File: src/rtl/consmax_pkg.sv
`default_nettype none
// ============================================================================
// Module  : consmax_pkg
// Brief   : Shared FSM encoding and load-length constants for the ConSmax
//           LUT loader.
// Rev     : 1.0  initial release
// ============================================================================
package consmax_pkg;

    typedef enum logic [1:0] {
        ST_IDLE  = 2'd0,
        ST_DRAIN = 2'd1,
        ST_LOAD  = 2'd2,
        ST_DONE  = 2'd3
    } state_t;

    localparam int c_lut_addr_def = 4;
    localparam int c_len_min      = 1;

    // Two LUTs share one write port, so the entry space is twice one LUT.
    function automatic int nent(input int lut_addr);
        return 2 * (2 ** lut_addr);
    endfunction

    localparam int c_nent_def = nent(c_lut_addr_def);

    function automatic logic len_legal(input logic [31:0] num, input int max_len);
        return (num >= 32'(c_len_min)) && (num <= 32'(max_len));
    endfunction

endpackage : consmax_pkg
`default_nettype wire

File: src/rtl/consmax_lut_loader.sv
`default_nettype none
// ============================================================================
// Module  : consmax_lut_loader
// Brief   : Streams FP entries into the ConSmax LUT write port after a short
//           drain window, with range check, abort and wrapping addresses.
// Rev     : 1.0  initial release
// ============================================================================
module consmax_lut_loader
    import consmax_pkg::*;
#(
    parameter int LUT_DATA  = 16,
    parameter int LUT_ADDR  = 4,
    parameter int DRAIN_CYC = 3
) (
    input  logic                  clk,
    input  logic                  rstn,
    input  logic                  load_start,
    input  logic                  load_abort,
    input  logic [LUT_ADDR:0]     load_saddr,
    input  logic [LUT_ADDR+1:0]   load_num,
    input  logic [LUT_DATA-1:0]   in_data,
    input  logic                  in_valid,
    output logic                  in_ready,
    output logic [LUT_ADDR:0]     lut_waddr,
    output logic                  lut_wen,
    output logic [LUT_DATA-1:0]   lut_wdata,
    output logic                  busy,
    output logic                  load_done,
    output logic                  load_err
);

    localparam int c_nent = nent(LUT_ADDR);
    localparam int c_aw   = LUT_ADDR + 1;
    localparam int c_nw   = LUT_ADDR + 2;
    localparam int c_dw   = (DRAIN_CYC > 1) ? $clog2(DRAIN_CYC) : 1;

    localparam logic [c_dw-1:0] c_drain_last = c_dw'(DRAIN_CYC - 1);

    state_t           r_state;
    logic [c_aw-1:0]  r_addr;
    logic [c_nw-1:0]  r_remain;
    logic [c_dw-1:0]  r_drain_cnt;

    logic w_len_ok;
    logic w_start;
    logic w_accept;

    assign w_len_ok = len_legal(32'(load_num), c_nent);
    // An abort in the same cycle swallows any start request.
    assign w_start  = load_start && !load_abort;
    assign w_accept = in_valid && in_ready;

    always_ff @(posedge clk or negedge rstn) begin
        if (!rstn) begin
            r_state     <= ST_IDLE;
            r_addr      <= '0;
            r_remain    <= '0;
            r_drain_cnt <= '0;
            in_ready    <= 1'b0;
            lut_waddr   <= '0;
            lut_wen     <= 1'b0;
            lut_wdata   <= '0;
            busy        <= 1'b0;
            load_done   <= 1'b0;
            load_err    <= 1'b0;
        end else begin
            lut_wen   <= 1'b0;
            load_done <= 1'b0;
            load_err  <= 1'b0;

            unique case (r_state)
                ST_IDLE: begin
                    if (w_start) begin
                        if (w_len_ok) begin
                            r_addr      <= load_saddr;
                            r_remain    <= load_num;
                            r_drain_cnt <= '0;
                            busy        <= 1'b1;
                            if (DRAIN_CYC == 0) begin
                                r_state  <= ST_LOAD;
                                in_ready <= 1'b1;
                            end else begin
                                r_state  <= ST_DRAIN;
                            end
                        end else begin
                            load_err <= 1'b1;
                        end
                    end
                end

                ST_DRAIN: begin
                    if (load_abort) begin
                        r_state     <= ST_IDLE;
                        busy        <= 1'b0;
                        in_ready    <= 1'b0;
                        r_remain    <= '0;
                        r_drain_cnt <= '0;
                        load_err    <= 1'b1;
                    end else begin
                        if (load_start) begin
                            load_err <= 1'b1;
                        end
                        if (r_drain_cnt == c_drain_last) begin
                            r_state     <= ST_LOAD;
                            in_ready    <= 1'b1;
                            r_drain_cnt <= '0;
                        end else begin
                            r_drain_cnt <= r_drain_cnt + c_dw'(1);
                        end
                    end
                end

                ST_LOAD: begin
                    if (load_abort) begin
                        r_state  <= ST_IDLE;
                        busy     <= 1'b0;
                        in_ready <= 1'b0;
                        r_remain <= '0;
                        load_err <= 1'b1;
                    end else begin
                        if (load_start) begin
                            load_err <= 1'b1;
                        end
                        if (w_accept) begin
                            lut_wen   <= 1'b1;
                            lut_waddr <= r_addr;
                            lut_wdata <= in_data;
                            // Address width equals log2(NENT), so it wraps naturally.
                            r_addr    <= r_addr + c_aw'(1);
                            r_remain  <= r_remain - c_nw'(1);
                            if (r_remain == c_nw'(1)) begin
                                in_ready <= 1'b0;
                                r_state  <= ST_DONE;
                            end
                        end
                    end
                end

                ST_DONE: begin
                    if (load_start) begin
                        load_err <= 1'b1;
                    end
                    r_state   <= ST_IDLE;
                    busy      <= 1'b0;
                    load_done <= 1'b1;
                    r_remain  <= '0;
                end

                default: begin
                    r_state  <= ST_IDLE;
                    busy     <= 1'b0;
                    in_ready <= 1'b0;
                end
            endcase
        end
    end

endmodule : consmax_lut_loader
`default_nettype wire

File: config.mk
export PLATFORM = sky130hd
export DESIGN_NAME = consmax_lut_loader
export DESIGN_NICKNAME = d
export VERILOG_FILES = /design/src/rtl/consmax_pkg.sv /design/src/rtl/consmax_lut_loader.sv
export SDC_FILE = /design/constraint.sdc
export NUM_CORES = 1
export LEC_CHECK = 0
export CORE_ASPECT_RATIO = 1.1
export CORE_MARGIN = 2
export CORE_UTILIZATION = 47
export CTS_CLUSTER_SIZE = 40
export DETAILED_ROUTE_END_ITERATION = 8
export PLACE_DENSITY = 0.79
export SLEW_MARGIN = 20
export SYNTH_ARGS = -nofsm -noshare
export SYNTH_HDL_FRONTEND = slang
export SYNTH_SLANG_ARGS = --single-unit
export TNS_END_PERCENT = 100
File: constraint.sdc
create_clock -name clk -period 2.8 [get_ports clk]
set_clock_uncertainty 0.15 [all_clocks]
set_input_delay 0.56 -clock clk [delete_from_list [all_inputs] [get_ports clk]]
set_output_delay 0.56 -clock clk [all_outputs]
set_load 0.01 [all_outputs]
# Word-level counts from Yosys, hierarchy flattened

Index checks and enable logic that the tools add are counted.

Flip-flop bits (word level): 41
Input port bits: 32
Output and inout bits: 26
Word-level logic and storage cells: 90

$add $sub $neg: 3
$lt $le $gt $ge: 2
Eq/ne operators: 14
Muxes and demuxes: 43
Bitwise gates (word level): 1
Reductions and logical operators: 16

Operators with widths:

| kind                | count |
|---|---|
| $mux 6              | 5 |
| $pmux 6 s4          | 1 |
| $mux 2              | 11 |
| $mux 5              | 4 |
| $mux 1              | 16 |
| $ne 2x2->1 const B  | 5 |
| $pmux 5 s2          | 1 |
| $reduce_and 5->1    | 2 |
| $ne 3x3->1 const B  | 3 |
| $reduce_and 3->1    | 3 |
| $pmux 2 s4          | 1 |
| $reduce_and 4->1    | 2 |
| $eq 2x2->1 const B  | 3 |
| $eq 6x1->1 const B  | 1 |
| $ge 6x1->1 const B  | 1 |
| $le 6x6->1 const B  | 1 |
| $pmux 1 s3          | 2 |
| $reduce_bool 2->1   | 3 |
| $sub 6x1->6 const B | 1 |
| $add 5x1->5 const B | 1 |
| $pmux 2 s2          | 1 |
| $logic_and 1x1->1   | 3 |
| $add 2x1->2 const B | 1 |
| $eq 2x1->1 const B  | 1 |
| other kinds (6)     | 6 |

# Longest topological paths before layout

Gate-level depths: netlist of run 1.

Depth after elaboration: 5
Mapped depth: 9
Depth with buffers taken out: 7

# Worst setup path before layout of run 1

OpenSTA, ideal clock, no wires.

Path type: in2reg
Start point: input port load_abort
End point: register r_state[1]
Setup time: 125 ps
Arrival: 1,722 ps
Slack: 803 ps
Stages on the path: 5
Buffers on the path: 0
Path through: or3b_1 o211ai_2 nor2_1 nor2_2 mux2_2

Longest elaborated chain between the ends: 4

RTL lines:

| item                              | RTL line                 | source |
|---|---|---|
| start, declared                   | consmax_lut_loader.sv:18 | `input logic load_abort,` |
| $logic_not 1->1                   | consmax_lut_loader.sv:50 | `assign w_start = load_start && !load_abort;` |
| $logic_and 1x1->1                 | consmax_lut_loader.sv:50 |  |
| $ne 2x2->1 (no source line)       | n/a                      |  |
| $reduce_and 5->1 (no source line) | n/a                      |  |
| end signal, assigned              | consmax_lut_loader.sv:55 | `r_state <= ST_IDLE;` |
| end signal, assigned              | consmax_lut_loader.sv:80 | `r_state <= ST_LOAD;` |
| end signal, assigned              | consmax_lut_loader.sv:83 | `r_state <= ST_DRAIN;` |
| end, declared                     | consmax_lut_loader.sv:39 | `state_t r_state;` |

Several ways; a longest one is shown, not always the timed one.
A chain may end at the register's enable or synchronous reset.

# Worst setup path in the final report of run 1

Start point: input port load_num[2]
End point: register r_addr[3]

Longest elaborated chain between the ends: 4

RTL lines:

| item                                            | RTL line                  | source |
|---|---|---|
| start, declared                                 | consmax_lut_loader.sv:20  | `input logic [LUT_ADDR+1:0] load_num,` |
| $ge 6x1->1 / $le 6x6->1 (equally long branches) | consmax_pkg.sv:28         | `return (num >= 32'(c_len_min)) && (num <= 32'(max_len));` |
| $logic_and 1x1->1 (*)                           | consmax_pkg.sv:28         |  |
| $ne 2x2->1 (no source line) (*)                 | n/a                       |  |
| $reduce_and 5->1 (no source line) (*)           | n/a                       |  |
| end signal, assigned                            | consmax_lut_loader.sv:75  | `r_addr <= load_saddr;` |
| end signal, assigned                            | consmax_lut_loader.sv:129 | `r_addr <= r_addr + c_aw'(1);` |
| end, declared                                   | consmax_lut_loader.sv:40  | `logic [c_aw-1:0] r_addr;` |

Every way passes the cells marked *; elsewhere a longest branch is shown, timed or not.

==> results of run 1 <==
-- power breakdown --
| part | internal, mW | total [mW] | switching, mW |
|---|---|---|---|
| clock network | 0.267 | 0.474 | 0.207 |
| logic | 0.657 | 1.29 | 0.636 |
| registers | 0.853 | 1.03 | 0.181 |
| total | 1.78 | 2.80 | 1.02 |
-- Yosys cell counts (2+ instances only) --
cell type                  instances  area (µm²)
sky130_fd_sc_hd__a211o_1           3        26.3
sky130_fd_sc_hd__a21oi_1           9        45.0
sky130_fd_sc_hd__a32oi_1           4        35.0
sky130_fd_sc_hd__buf_1             2        7.51
sky130_fd_sc_hd__buf_6             2        22.5
sky130_fd_sc_hd__clkbuf_1          5        18.8
sky130_fd_sc_hd__dfrtp_1          41        1030
sky130_fd_sc_hd__ha_1              8         100
sky130_fd_sc_hd__inv_1            10        37.5
sky130_fd_sc_hd__mux2_2            2        22.5
sky130_fd_sc_hd__mux2i_1           3        30.0
sky130_fd_sc_hd__nand2_1          70         263
sky130_fd_sc_hd__nand2b_1          4        25.0
sky130_fd_sc_hd__nand3_1           4        20.0
sky130_fd_sc_hd__nor2_1            8        30.0
sky130_fd_sc_hd__nor2b_1           2        12.5
sky130_fd_sc_hd__nor3_1            2        10.0
sky130_fd_sc_hd__nor4b_1           2        17.5
sky130_fd_sc_hd__o21ai_0          15        75.1
sky130_fd_sc_hd__o21ai_1           2        10.0
sky130_fd_sc_hd__o41ai_1           2        17.5
-- sequential cells by signal, summed over array words and instances, names as in the netlist --
| signal | flops |
|---|---|
| busy | 1 |
| in_ready | 1 |
| load_done | 1 |
| load_err | 1 |
| lut_waddr | 5 |
| lut_wdata | 16 |
| lut_wen | 1 |
| r_addr | 5 |
| r_drain_cnt | 2 |
| r_remain | 6 |
| r_state | 2 |
-- per-layer routing --
layer,routed length (µm),track usage (%)
met1,1860,25.7
met2,2170,32.9
met3,206,4.94
met4,60,6.12
met5,0,0
-- cells by family after synthesis --
| logic type | count (synthesis) |
|---|---|
| buffers and inverters | 19 |
| AOI/OAI and AO/OA | 44 |
| muxes | 5 |
| and+or+nand+nor | 102 |
| xor gates and xnor gates | 1 |
| DFF | 41 |
| adders and majority gates | 8 |
-- final cells by class --
type / count / share of cell area, %
inverters: 10 / 1.35
repair buffers: 63 / 21.9
multi-input cells: 160 / 33.4
flip-flops and latches: 41 / 36.8
well taps: 54 / 2.42
clock inverters: 3 / 1.66
clock buffers: 5 / 2.47
-- worst min path at each step --
stage	slack, ps	cells past startpoint	startpoint	endpoint
2_1_floorplan	110	0	rstn	busy
3_3_place_gp	310	2	lut_wdata[2]	lut_wdata[2]
3_5_place_dp	310	2	lut_waddr[1]	lut_waddr[1]
4_1_cts	280	1	rstn	load_done
5_1_grt	300	1	rstn	r_state[0]
6_report	230	1	rstn	load_done
-- through the flow --
stage | cells | setup WS, ps
3_3_place_gp | 328 | 242
2_1_floorplan | 220 | 803
3_5_place_dp | 328 | 189
5_1_grt | 336 | 355
6_report | 336 | 445
4_1_cts | 336 | 440
-- worst reg2reg max path, delay by kind of cell (launching register included) --
kind | cells | cell delay [ps]
buffers and inverters | 3 | 570
and+or+nand+nor | 2 | 280
AOI/OAI and AO/OA | 2 | 380
DFF | 1 | 400
adders and majority gates | 1 | 290
==> impl_results.rst, run 1 <==
.. list-table::
   :header-rows: 1

   * - Metric
     - Value
   * - Status
     - complete, no violations
   * - Critical path data arrival time
     - ~2400 ps
   * - DR pass1 iterations
     - 4
   * - Placement Rows
     - 25
   * - RSZ-0062 raised after global routing
     - no
   * - Buffer and inverter count on the worst path
     - 2
   * - Leading register cell type out of synthesis
     - sky130_fd_sc_hd__dfrtp_1
   * - Kind of launch point of the worst setup path
     - input port
   * - Share of synthesized cell area in full adder, half adder and majority cells
     - about 4.9%
   * - GR Util All Layers
     - between 10% and 20%
   * - Number of clock buffers inserted by TritonCTS
     - 5
   * - Total power per unit cell area
     - 1010 mW/mm²
   * - Cell family with the largest share of critical-path delay
     - simple AND/OR/NAND/NOR gates
   * - Number of placed I/O pins
     - 58
   * - Post-cts sizing count
     - 0
   * - Remaining routing DRC violations
     - 0
   * - Initial Utilization
     - between 40% and 50%
   * - Number of routed nets with antenna violations
     - 0
   * - EDFF count, synth
     - 0
   * - Share of synthesized registers carrying an async set or reset
     - 100%
   * - Clock latency on the worst-skew pair
     - about 290 ps
   * - Area taken by flip-flops and latches
     - approximately 0.001 mm²
   * - Die Width
     - 66.8 µm
   * - Core footprint
     - between 0.004 and 0.005 mm²
   * - Gate count of the mapped netlist
     - 220
   * - Startpoint of the worst register-to-register path
     - r_state[0]
   * - Multi-input combinational cell area
     - 930 µm²
   * - Maximum ir drop on the vdd rail
     - approximately 0.46 mV
   * - Share of cell area taken by muxes after synthesis
     - roughly 2.6%
   * - Count of port buffers added during placement
     - 57
   * - Critical setup path kind
     - input port to flip-flop
   * - Net count after synthesis
     - 260
   * - CTS root buf
     - sky130_fd_sc_hd__clkbuf_8
   * - First-pass GRT wire length
     - 7470 µm
   * - Via count of the first global-routing pass
     - 1,711
   * - Period minus WS final
     - roughly 2400 ps
   * - Required time of the worst setup path
     - approximately 2900 ps
   * - TritonCTS clock tree
     - built
   * - Vias after detailed routing
     - approximately 1,700
   * - # diodes
     - 0
   * - Total setup violations reported at the end of the flow
     - 0
   * - Total routed wirelength
     - 4300 µm
   * - Filler instances
     - 348
   * - Routed len/inst
     - 12.8 µm
   * - Final worst-path cycle share
     - a little over four fifths
   * - Peak clock frequency supported by timing
     - 425 MHz
   * - Area growth syn-to-layout
     - 36.5%
   * - Delay contributed by the slowest stage of the critical path
     - approximately 470 ps
   * - Maximum Capacitance Violations
     - 0
   * - Non-Filler Cell Area, Final
     - ~0.0028 mm²
   * - Post-Synth Simple-Gate Area
     - 23.3%
   * - Main combinational cell family by area after synthesis
     - simple AND/OR/NAND/NOR gates
   * - Post-synth cell types
     - around 40
   * - Share of the synthesized area in compound gates (AO/OA/AOI/OAI)
     - between 10% and 20%
   * - Setup slack of the most critical reg-to-reg path
     - 590 ps
   * - Antenna violations before repair
     - 0
   * - Most common cell after layout, fill and taps aside
     - sky130_fd_sc_hd__nand2_1
   * - Largest net degree at the start of global routing
     - 42
   * - Path length in cells of the critical path
     - 7
   * - Slew HR
     - roughly two fifths
   * - CTS Sinks
     - 41
   * - Global placer's final weighted congestion
     - approximately 0.91
   * - Syn_area_per_cell
     - slightly above 9 µm²
   * - Worst Setup End Kind
     - flip-flop
   * - Iter 0 DRT Violations
     - around 100
   * - Fraction of final layout cells sized beyond drive strength 1
     - under 10%
   * - Worst hold slack after final layout
     - between 200 and 250 ps
   * - Cell Chain, Critical Path
     - clkdlybuf4s50_1 -> nor4_4 -> and4b_2 -> o22ai_2 -> buf_4 -> nor4b_1 -> a211o_1
   * - Overall power of the completed layout
     - about 2.8 mW
   * - Transition time of the tightest slew-check pin
     - roughly 880 ps
   * - Xor and xnor area share after synthesis
     - less than 1%
   * - Post-DR vias/cell
     - between 5 and 6
   * - Worst hold path class
     - input port to async pin
   * - Post-CTS Setup Inserts
     - 0
   * - Number of slew-limit violations in the final report
     - 0
   * - Endpoint of the most critical register-to-register path
     - r_addr[3]
   * - Maximum fanout encountered on the critical timing path
     - 13
   * - DP HPWL
     - 3130 µm
   * - Share of the yosys chip area belonging to registers
     - about half
   * - Overall die height
     - between 70 and 80 µm
   * - Cell with the largest stage delay on the worst path
     - sky130_fd_sc_hd__clkdlybuf4s50_1
   * - Number of storage elements in the synthesis netlist
     - just over 40
   * - Termination of the worst setup path
     - r_addr[3]
   * - Placement Cell Area
     - between 0.002 and 0.003 mm²
   * - Global route total overflow
     - 0
   * - Most frequent cells in the layout
     - 70 x sky130_fd_sc_hd__nand2_1, 56 x sky130_fd_sc_hd__clkdlybuf4s50_1, 41 x sky130_fd_sc_hd__dfrtp_1
   * - Leakage power
     - about 1.3 nW
   * - Clock-pin slew on the worst setup and hold paths
     - approximately 80 ps
   * - Hold-fix buffers, CTS
     - 0
   * - Maximum number of buffers from clock root to sink
     - 2
   * - Die ar.
     - approximately 0.0049 mm²
   * - Startpoint of the most critical setup path
     - load_num[2]
   * - Netlist area before placement
     - 0.00204 mm²
   * - Yosys synthesis warning count
     - 0
   * - Fraction of the core area covered by cells at the end of the flow
     - roughly two thirds
   * - Total Negative Setup Slacks
     - 0 ps
   * - Number of cells on the worst reg-to-reg path
     - 8
   * - H-tree depth
     - 2
   * - Net total in the final layout
     - between 300 and 400
   * - Final hold violation count
     - 0
Note: power is estimated with default switching activity, not from simulation.
==> inputs of run 2 (changes only) <==
Settings changed: CORE_UTILIZATION 47 to 43, PLACE_DENSITY 0.79 to 0.76.
Clock period 2.8 ns to 2 ns, I/O delays scaled along.
==> run 2 against run 1 <==
Clock power grew 5.9%. First-iteration DRC count grew 5.0%. Cell count grew 6.3%. Via count grew 6.6%. Sequential cell count is the same. Utilization shrank 1.1 points. Total power grew 50%. Final area grew 7.6%. Count of clock-buffer cells in the layout is the same. Worst hold slack gained 95 ps. Routed wire length grew 17%. Critical path type unchanged. Critical endpoint unchanged. Largest power group unchanged.
==> impl_results.rst, run 2 (synthesis results as in run 1) <==
.. list-table::
   :header-rows: 1

   * - Metric
     - Value
   * - TritonCTS clock tree
     - built
   * - Total setup violations reported at the end of the flow
     - 0 (unchanged)
   * - Delay contributed by the slowest stage of the critical path
     - 340 ps (-130 ps)
   * - Critical setup path kind
     - input port to flip-flop
   * - Worst Setup End Kind
     - flip-flop
   * - Peak clock frequency supported by timing
     - about 510 MHz
   * - Non-Filler Cell Area, Final
     - 0.00300 mm² (+7.6%)
   * - Switching Fraction
     - 37.8% (+1.3 points)
   * - Cell with the largest stage delay on the worst path
     - sky130_fd_sc_hd__and4b_2
   * - Count of port buffers added during placement
     - 57 (unchanged)
   * - Transition time of the tightest slew-check pin
     - 430 ps (-454 ps)
   * - Clock network fraction of design power
     - 12.0% (-4.9 points)
   * - Net total in the final layout
     - 342 (+6.5%)
   * - Sequential power share
     - 35.5% (-1.4 points)
   * - DP HPWL
     - 3530 µm (+13%)
   * - Iter 0 DRT Violations
     - 106 (+5.0%)
   * - # diodes
     - 0 (unchanged)
   * - Number of clock buffers inserted by TritonCTS
     - 5 (unchanged)
   * - Overall die height
     - 76.3 µm (+4.3%)
   * - Status
     - complete, no violations
   * - Net switching power figure
     - 1.58 mW (+55%)
   * - Overall power of the completed layout
     - 4.19 mW (+50%)
   * - Maximum Capacitance Violations
     - 0 (unchanged)
   * - Kind of launch point of the worst setup path
     - input port
   * - Maximum number of buffers from clock root to sink
     - 2 (unchanged)
   * - Die ar.
     - 0.00532 mm² (+8.8%)
   * - Registers with the most flip-flops
     - lut_wdata x16, r_remain x6
   * - CTS Sinks
     - 41 (unchanged)
   * - Slew HR
     - 71.4% (+30 points)
   * - Area growth syn-to-layout
     - 46.8%
   * - Clock latency on the worst-skew pair
     - 300 ps (about the same)
   * - Final worst-path cycle share
     - approximately 97%
   * - First-pass GRT wire length
     - 8370 µm (+12%)
   * - Remaining routing DRC violations
     - 0 (unchanged)
   * - Antenna violations before repair
     - 0 (unchanged)
   * - Vias after detailed routing
     - 1,834 (+6.6%)
   * - Post-DR vias/cell
     - 5.14 (+0.36%)
   * - Total Negative Setup Slacks
     - 0 ps (unchanged)
   * - GR Util All Layers
     - 19.6% (-0.27 points)
   * - Initial Utilization
     - 44.2% (-4.2 points)
   * - Number of flip-flops in the largest register
     - 16 (unchanged)
   * - Total routed wirelength
     - 5040 µm (+17%)
   * - Filler instances
     - 396 (+14%)
   * - Multi-input combinational cell area
     - 0.00100 mm² (+7.8%)
   * - RSZ-0062 raised after global routing
     - yes
   * - Cell Chain, Critical Path
     - dlygate4sd2_1 -> nor4_4 -> and4b_2 -> o22ai_4 -> buf_12 -> buf_4 -> a211o_1
   * - Placement Rows
     - 26 (+4.0%)
   * - Clock-pin slew on the worst setup and hold paths
     - 80 ps (about the same)
   * - Final hold violation count
     - 0 (unchanged)
   * - Die Width
     - 69.7 µm (+4.3%)
   * - Total power per unit cell area
     - 1400 mW/mm² (+39%)
   * - Period minus WS final
     - between 1500 and 2000 ps
   * - Worst hold slack after final layout
     - 326 ps (+95.5 ps)
   * - Number of slew-limit violations in the final report
     - 0 (unchanged)
   * - Register bank with the most flops
     - lut_wdata
   * - Most frequent cells in the layout
     - 70 x sky130_fd_sc_hd__nand2_1, 49 x sky130_fd_sc_hd__clkdlybuf4s50_1, 40 x sky130_fd_sc_hd__dfrtp_1
   * - Fraction of the core area covered by cells at the end of the flow
     - 64.9% (-1.1 points)
   * - Core footprint
     - 0.00462 mm² (+9.4%)
   * - CTS root buf
     - sky130_fd_sc_hd__clkbuf_8
   * - Worst hold path class
     - flip-flop to flip-flop
   * - Leakage power
     - 1.41 nW (+8.8%)
   * - Most common cell after layout, fill and taps aside
     - sky130_fd_sc_hd__nand2_1
   * - Critical path data arrival time
     - 1990 ps (-450 ps)
   * - Global route total overflow
     - 0 (unchanged)
   * - Maximum fanout encountered on the critical timing path
     - 6 (-7)
   * - Number of placed I/O pins
     - 58 (unchanged)
   * - Largest net degree at the start of global routing
     - 23 (-45%)
   * - Area taken by flip-flops and latches
     - 0.00103 mm² (+0.12%)
   * - Routed len/inst
     - 14.1 µm (+10%)
   * - DR pass1 iterations
     - 4 (unchanged)
   * - Cell family with the largest share of critical-path delay
     - simple AND/OR/NAND/NOR gates
   * - Maximum ir drop on the vdd rail
     - 0.698 mV (+53%)
   * - Total internal power
     - 2.60 mW (+47%)
   * - Buffer and inverter count on the worst path
     - 3 (+1)
   * - Number of routed nets with antenna violations
     - 0 (unchanged)
   * - Placement Cell Area
     - 0.00281 mm² (+5.1%)
   * - Share of total power in combinational logic
     - 52.5% (+6.3 points)
   * - Fraction of final layout cells sized beyond drive strength 1
     - 17.6% (+8.7 points)
   * - Required time of the worst setup path
     - 2040 ps (-840 ps)
   * - Via count of the first global-routing pass
     - 1,748 (+2.2%)
   * - Global placer's final weighted congestion
     - 0.866 (-4.8%)
   * - H-tree depth
     - 2 (unchanged)
==> run 2: changes by cell type in the layout (fill, tap and decap cells not counted), moves of 2 or more <==
cell,change
sky130_fd_sc_hd__clkdlybuf4s50_1,-7
sky130_fd_sc_hd__ha_1,-2
sky130_fd_sc_hd__buf_4,+17
sky130_fd_sc_hd__nor4b_1,-2
sky130_fd_sc_hd__dlygate4sd2_1,+6
==> run 2: layout make-up <==
type	count	area share [%]
Tap cell	56	2.34
Clock buffer	5	2.30
Clock inverter	1	0.167
Timing Repair Buffer	84	26.3
Multi-Input combinational cell	160	33.4
Sequential cell	41	34.3
Inverter	10	1.25
==> run 2: path summary, 6_finish.rpt <==
kind / from / cells after the start / end / slack (ps)
min in group asynchronous: rstn / 2 / r_addr[1] / 420
setup reg to reg: r_remain[3] / 5 / r_state[1] / 80
hold reg to reg: lut_wdata[4] / 2 / lut_wdata[4] / 330
max in group asynchronous: rstn / 3 / lut_wdata[2] / 740
setup / recovery: load_num[3] / 7 / r_addr[3] / 50
hold / removal: lut_wdata[4] / 2 / lut_wdata[4] / 330
==> run 2: routing by layer <==
layer | part of all wire [%] | wire [µm] | track usage (%)
met1 | 44 | 2210 | 25.1
met2 | 51 | 2580 | 33.3
met3 | 3.5 | 176 | 4.10
met4 | 1.4 | 69 | 6.35
met5 | 0 | 0 | 0
==> run 2: tightest hold or removal path: cells and delay by family, from the launching register on <==
family	cells	cell delay, ps
flip-flops	1	340
AND/OR/NAND/NOR	2	110
==> run 2: what timing repair did <==
| action | CTS | global route |
|---|---|---|
| hold endpoints to repair | 17 | 0 |
| hold buffers | 1 | 0 |
| pin swaps | 6 | 4 |
| setup buffers | 3 | 1 |
| setup endpoints to repair | 12 | 10 |
| gates resized for setup | 18 | 9 |
==> run 2: through the flow <==
stage          worst slack, ps  std cells
6_report                  54.1        357
5_1_grt                  -24.5        357
4_1_cts                   7.14        356
3_5_place_dp              -495        346
3_3_place_gp              -412        346
2_1_floorplan             64.1        220
==> run 2: power by group through the flow <==
stage / logic [mW] / clock network, mW / registers, mW
final: 2.20 / 0.502 / 1.49
after global routing: 2.42 / 0.544 / 1.53
after CTS: 2.11 / 0.505 / 1.46
after detailed placement: 1.98 / 0 / 1.46
after global placement: 1.93 / 0 / 1.44
after floorplan: 0.974 / 0 / 1.53
==> inputs of run 3 (changes only) <==
Settings changed: CORE_MARGIN 2 to 5, CTS_CLUSTER_DIAMETER set to 30.
==> run 3 against run 2 <==
Final area up 2.6%. Count of clock-buffer cells in the layout unchanged. Clock power up 25%. Cell count up 0.84%. Sequential share of layout area down 0.91 points. Utilization up 1.7 points. Critical path depth down 1.
==> impl_results.rst, run 3 (synthesis results as in run 1) <==
.. list-table::
   :header-rows: 1

   * - Metric
     - Value
   * - Status
     - complete, no violations
   * - Number of cells in the finished layout apart from fillers
     - 360 (+0.84%)
   * - Cell Chain, Critical Path
     - clkdlybuf4s50_1 -> and4b_2 -> buf_4 -> o22ai_4 -> nor3_2 -> a211o_1
   * - H-tree depth
     - 2 (unchanged)
   * - DP Cell Count
     - 345 (-0.29%)
   * - Total setup violations reported at the end of the flow
     - 0 (unchanged)
   * - Area growth syn-to-layout
     - 50.6%
   * - Die ar.
     - 0.00623 mm² (+17%)
   * - Post-DR vias/cell
     - 5.20 (+1.2%)
   * - Worst hold slack after final layout
     - 326 ps (+0.132 ps)
   * - Final hold violation count
     - 0 (unchanged)
   * - First-pass GRT wire length
     - 8040 µm (-4.0%)
   * - Core footprint
     - 0.00462 mm² (unchanged)
   * - Delay contributed by the slowest stage of the critical path
     - 500 ps (+160 ps)
   * - Remaining routing DRC violations
     - 0 (unchanged)
   * - Routed len/inst
     - 14.3 µm (+1.6%)
   * - Global placer's final weighted congestion
     - 0.840 (-3.0%)
   * - Non-Filler Cell Area, Final
     - 0.00308 mm² (+2.6%)
   * - Number of flip-flops in the largest register
     - 16 (unchanged)
   * - Required time of the worst setup path
     - 2020 ps (-20 ps)
   * - Critical setup path kind
     - input port to flip-flop
   * - Registers with the most flip-flops
     - lut_wdata x16, r_remain x6
   * - Peak clock frequency supported by timing
     - 507 MHz (-1.4%)
   * - Placement Cell Area
     - 0.00280 mm² (-0.27%)
   * - Transition time of the tightest slew-check pin
     - 348 ps (-81.3 ps)
   * - Maximum ir drop on the vdd rail
     - 0.696 mV (-0.23%)
   * - DR pass1 iterations
     - 4 (unchanged)
   * - Net total in the final layout
     - 344 (+0.58%)
   * - Vias after detailed routing
     - 1,871 (+2.0%)
   * - Total power per unit cell area
     - 1410 mW/mm² (+1.0%)
   * - Cell with the largest stage delay on the worst path
     - sky130_fd_sc_hd__clkdlybuf4s50_1
   * - Placement Rows
     - 26 (unchanged)
   * - Worst Setup End Kind
     - flip-flop
   * - CTS root buf
     - sky130_fd_sc_hd__clkbuf_8
   * - Maximum Capacitance Violations
     - 0 (unchanged)
   * - Clock-pin slew on the worst setup and hold paths
     - 70 ps (about the same)
   * - Fraction of final layout cells sized beyond drive strength 1
     - 19.4% (+1.8 points)
   * - Maximum fanout encountered on the critical timing path
     - 6 (unchanged)
   * - Count of port buffers added during placement
     - 57 (unchanged)
   * - Total Negative Setup Slacks
     - 0 ps (unchanged)
   * - Most frequent cells in the layout
     - 70 x sky130_fd_sc_hd__nand2_1, 49 x sky130_fd_sc_hd__clkdlybuf4s50_1, 41 x sky130_fd_sc_hd__dfrtp_1
   * - Global route total overflow
     - 0 (unchanged)
   * - Largest net degree at the start of global routing
     - 42 (+83%)
   * - Die Width
     - 75.7 µm (+8.6%)
   * - Number of routed nets with antenna violations
     - 0 (unchanged)
   * - Slew HR
     - 76.8% (+5.4 points)
   * - TritonCTS clock tree
     - built
   * - DP HPWL
     - 3490 µm (-1.3%)
   * - Overall die height
     - 82.3 µm (+7.9%)
   * - Antenna violations before repair
     - 0 (unchanged)
   * - Total routed wirelength
     - 5160 µm (+2.5%)
   * - Number of clock buffers inserted by TritonCTS
     - 5 (unchanged)
   * - Register bank with the most flops
     - lut_wdata
   * - Maximum number of buffers from clock root to sink
     - 2 (unchanged)
   * - # diodes
     - 0 (unchanged)
   * - Most common cell after layout, fill and taps aside
     - sky130_fd_sc_hd__nand2_1
   * - Critical path data arrival time
     - 1990 ps (about the same)
   * - GR Util All Layers
     - 16.9% (-2.7 points)
   * - Number of placed I/O pins
     - 58 (unchanged)
   * - Final worst-path cycle share
     - 98.6% (+1.4 points)
   * - Period minus WS final
     - 1970 ps (+27.0 ps)
   * - Kind of launch point of the worst setup path
     - input port
   * - Clock latency on the worst-skew pair
     - 280 ps (-20 ps)
   * - Initial Utilization
     - 44.2% (unchanged)
   * - Via count of the first global-routing pass
     - 1,806 (+3.3%)
   * - Leakage power
     - 1.44 nW (+2.2%)
   * - Number of slew-limit violations in the final report
     - 0 (unchanged)
   * - CTS Sinks
     - 41 (unchanged)
   * - Worst hold path class
     - flip-flop to flip-flop
   * - Iter 0 DRT Violations
     - 97 (-8.5%)
-- run 3: cell types whose count changed in the layout (fill, tap and decap cells not counted), moves of 2 or more --
cell and change:
sky130_fd_sc_hd__buf_4 +2, sky130_fd_sc_hd__nor2_4 +2, sky130_fd_sc_hd__o21ai_1 +4, sky130_fd_sc_hd__o21ai_0 -3
-- run 3: power breakdown --
part,switching [mW],total [mW],internal [mW]
logic,1.07,2.25,1.18
clock network,0.268,0.630,0.363
registers,0.262,1.46,1.19
total,1.60,4.34,2.74
-- run 3: worst max-delay path: cells and delay by family --
family / cells / cell delay, ps
buffers and inverters: 2 / 660
AO/OA/AOI/OAI: 2 / 560
AND/OR/NAND/NOR: 2 / 370
-- run 3: metal layers --
layer  vias up  global-route usage, %  share of wire (%)
met5         -                      0                  0
met4         0                   6.29                1.1
met3         6                   3.39                4.9
met2        43                   28.4                 54
met1       895                   21.2                 40
li1        927                      -                  -
-- run 3: layout make-up --
type	count	area (µm²)
multi-input combinational	161	1050
clock buffer	5	68.8
inverter	10	37.5
fill	363	1540
sequential	41	1030
tap	56	70.1
clock inverter	2	35.0
timing repair buffer	85	791
-- run 3: path summary, 6_finish.rpt --
kind	start	end	slack, ps	depth (start not counted)
worst max-delay path	load_num[4]	r_addr[2]	30	6
worst min-delay path	lut_wdata[7]	lut_wdata[7]	330	2
worst max register to register	r_state[1]	r_addr[2]	60	7
worst min register to register	lut_wdata[7]	lut_wdata[7]	330	2
max in group asynchronous	rstn	lut_wdata[2]	1050	3
min in group asynchronous	rstn	r_state[0]	460	3
-- run 3: repair_timing --
| item | CTS | global route |
|---|---|---|
| hold buffers | 1 | 0 |
| pin swaps | 4 | 5 |
| setup buffers | 6 | 0 |
| setup endpoints to repair | 15 | 14 |
| gates cloned | 1 | 0 |
| resized for setup | 18 | 14 |
| endpoints found under the hold margin | 41 | 0 |
-- run 3: metrics by stage --
step | total power [mW] | setup slack [ps] | utilization (%)
floorplan | 2.51 | 64.1 | -
global placement | 3.34 | -443 | 60.6
detailed placement | 3.40 | -539 | 60.6
CTS | 4.24 | 9.78 | 65.4
global route | 4.66 | -26.4 | 66.6
finish | 4.34 | 27.0 | 66.6
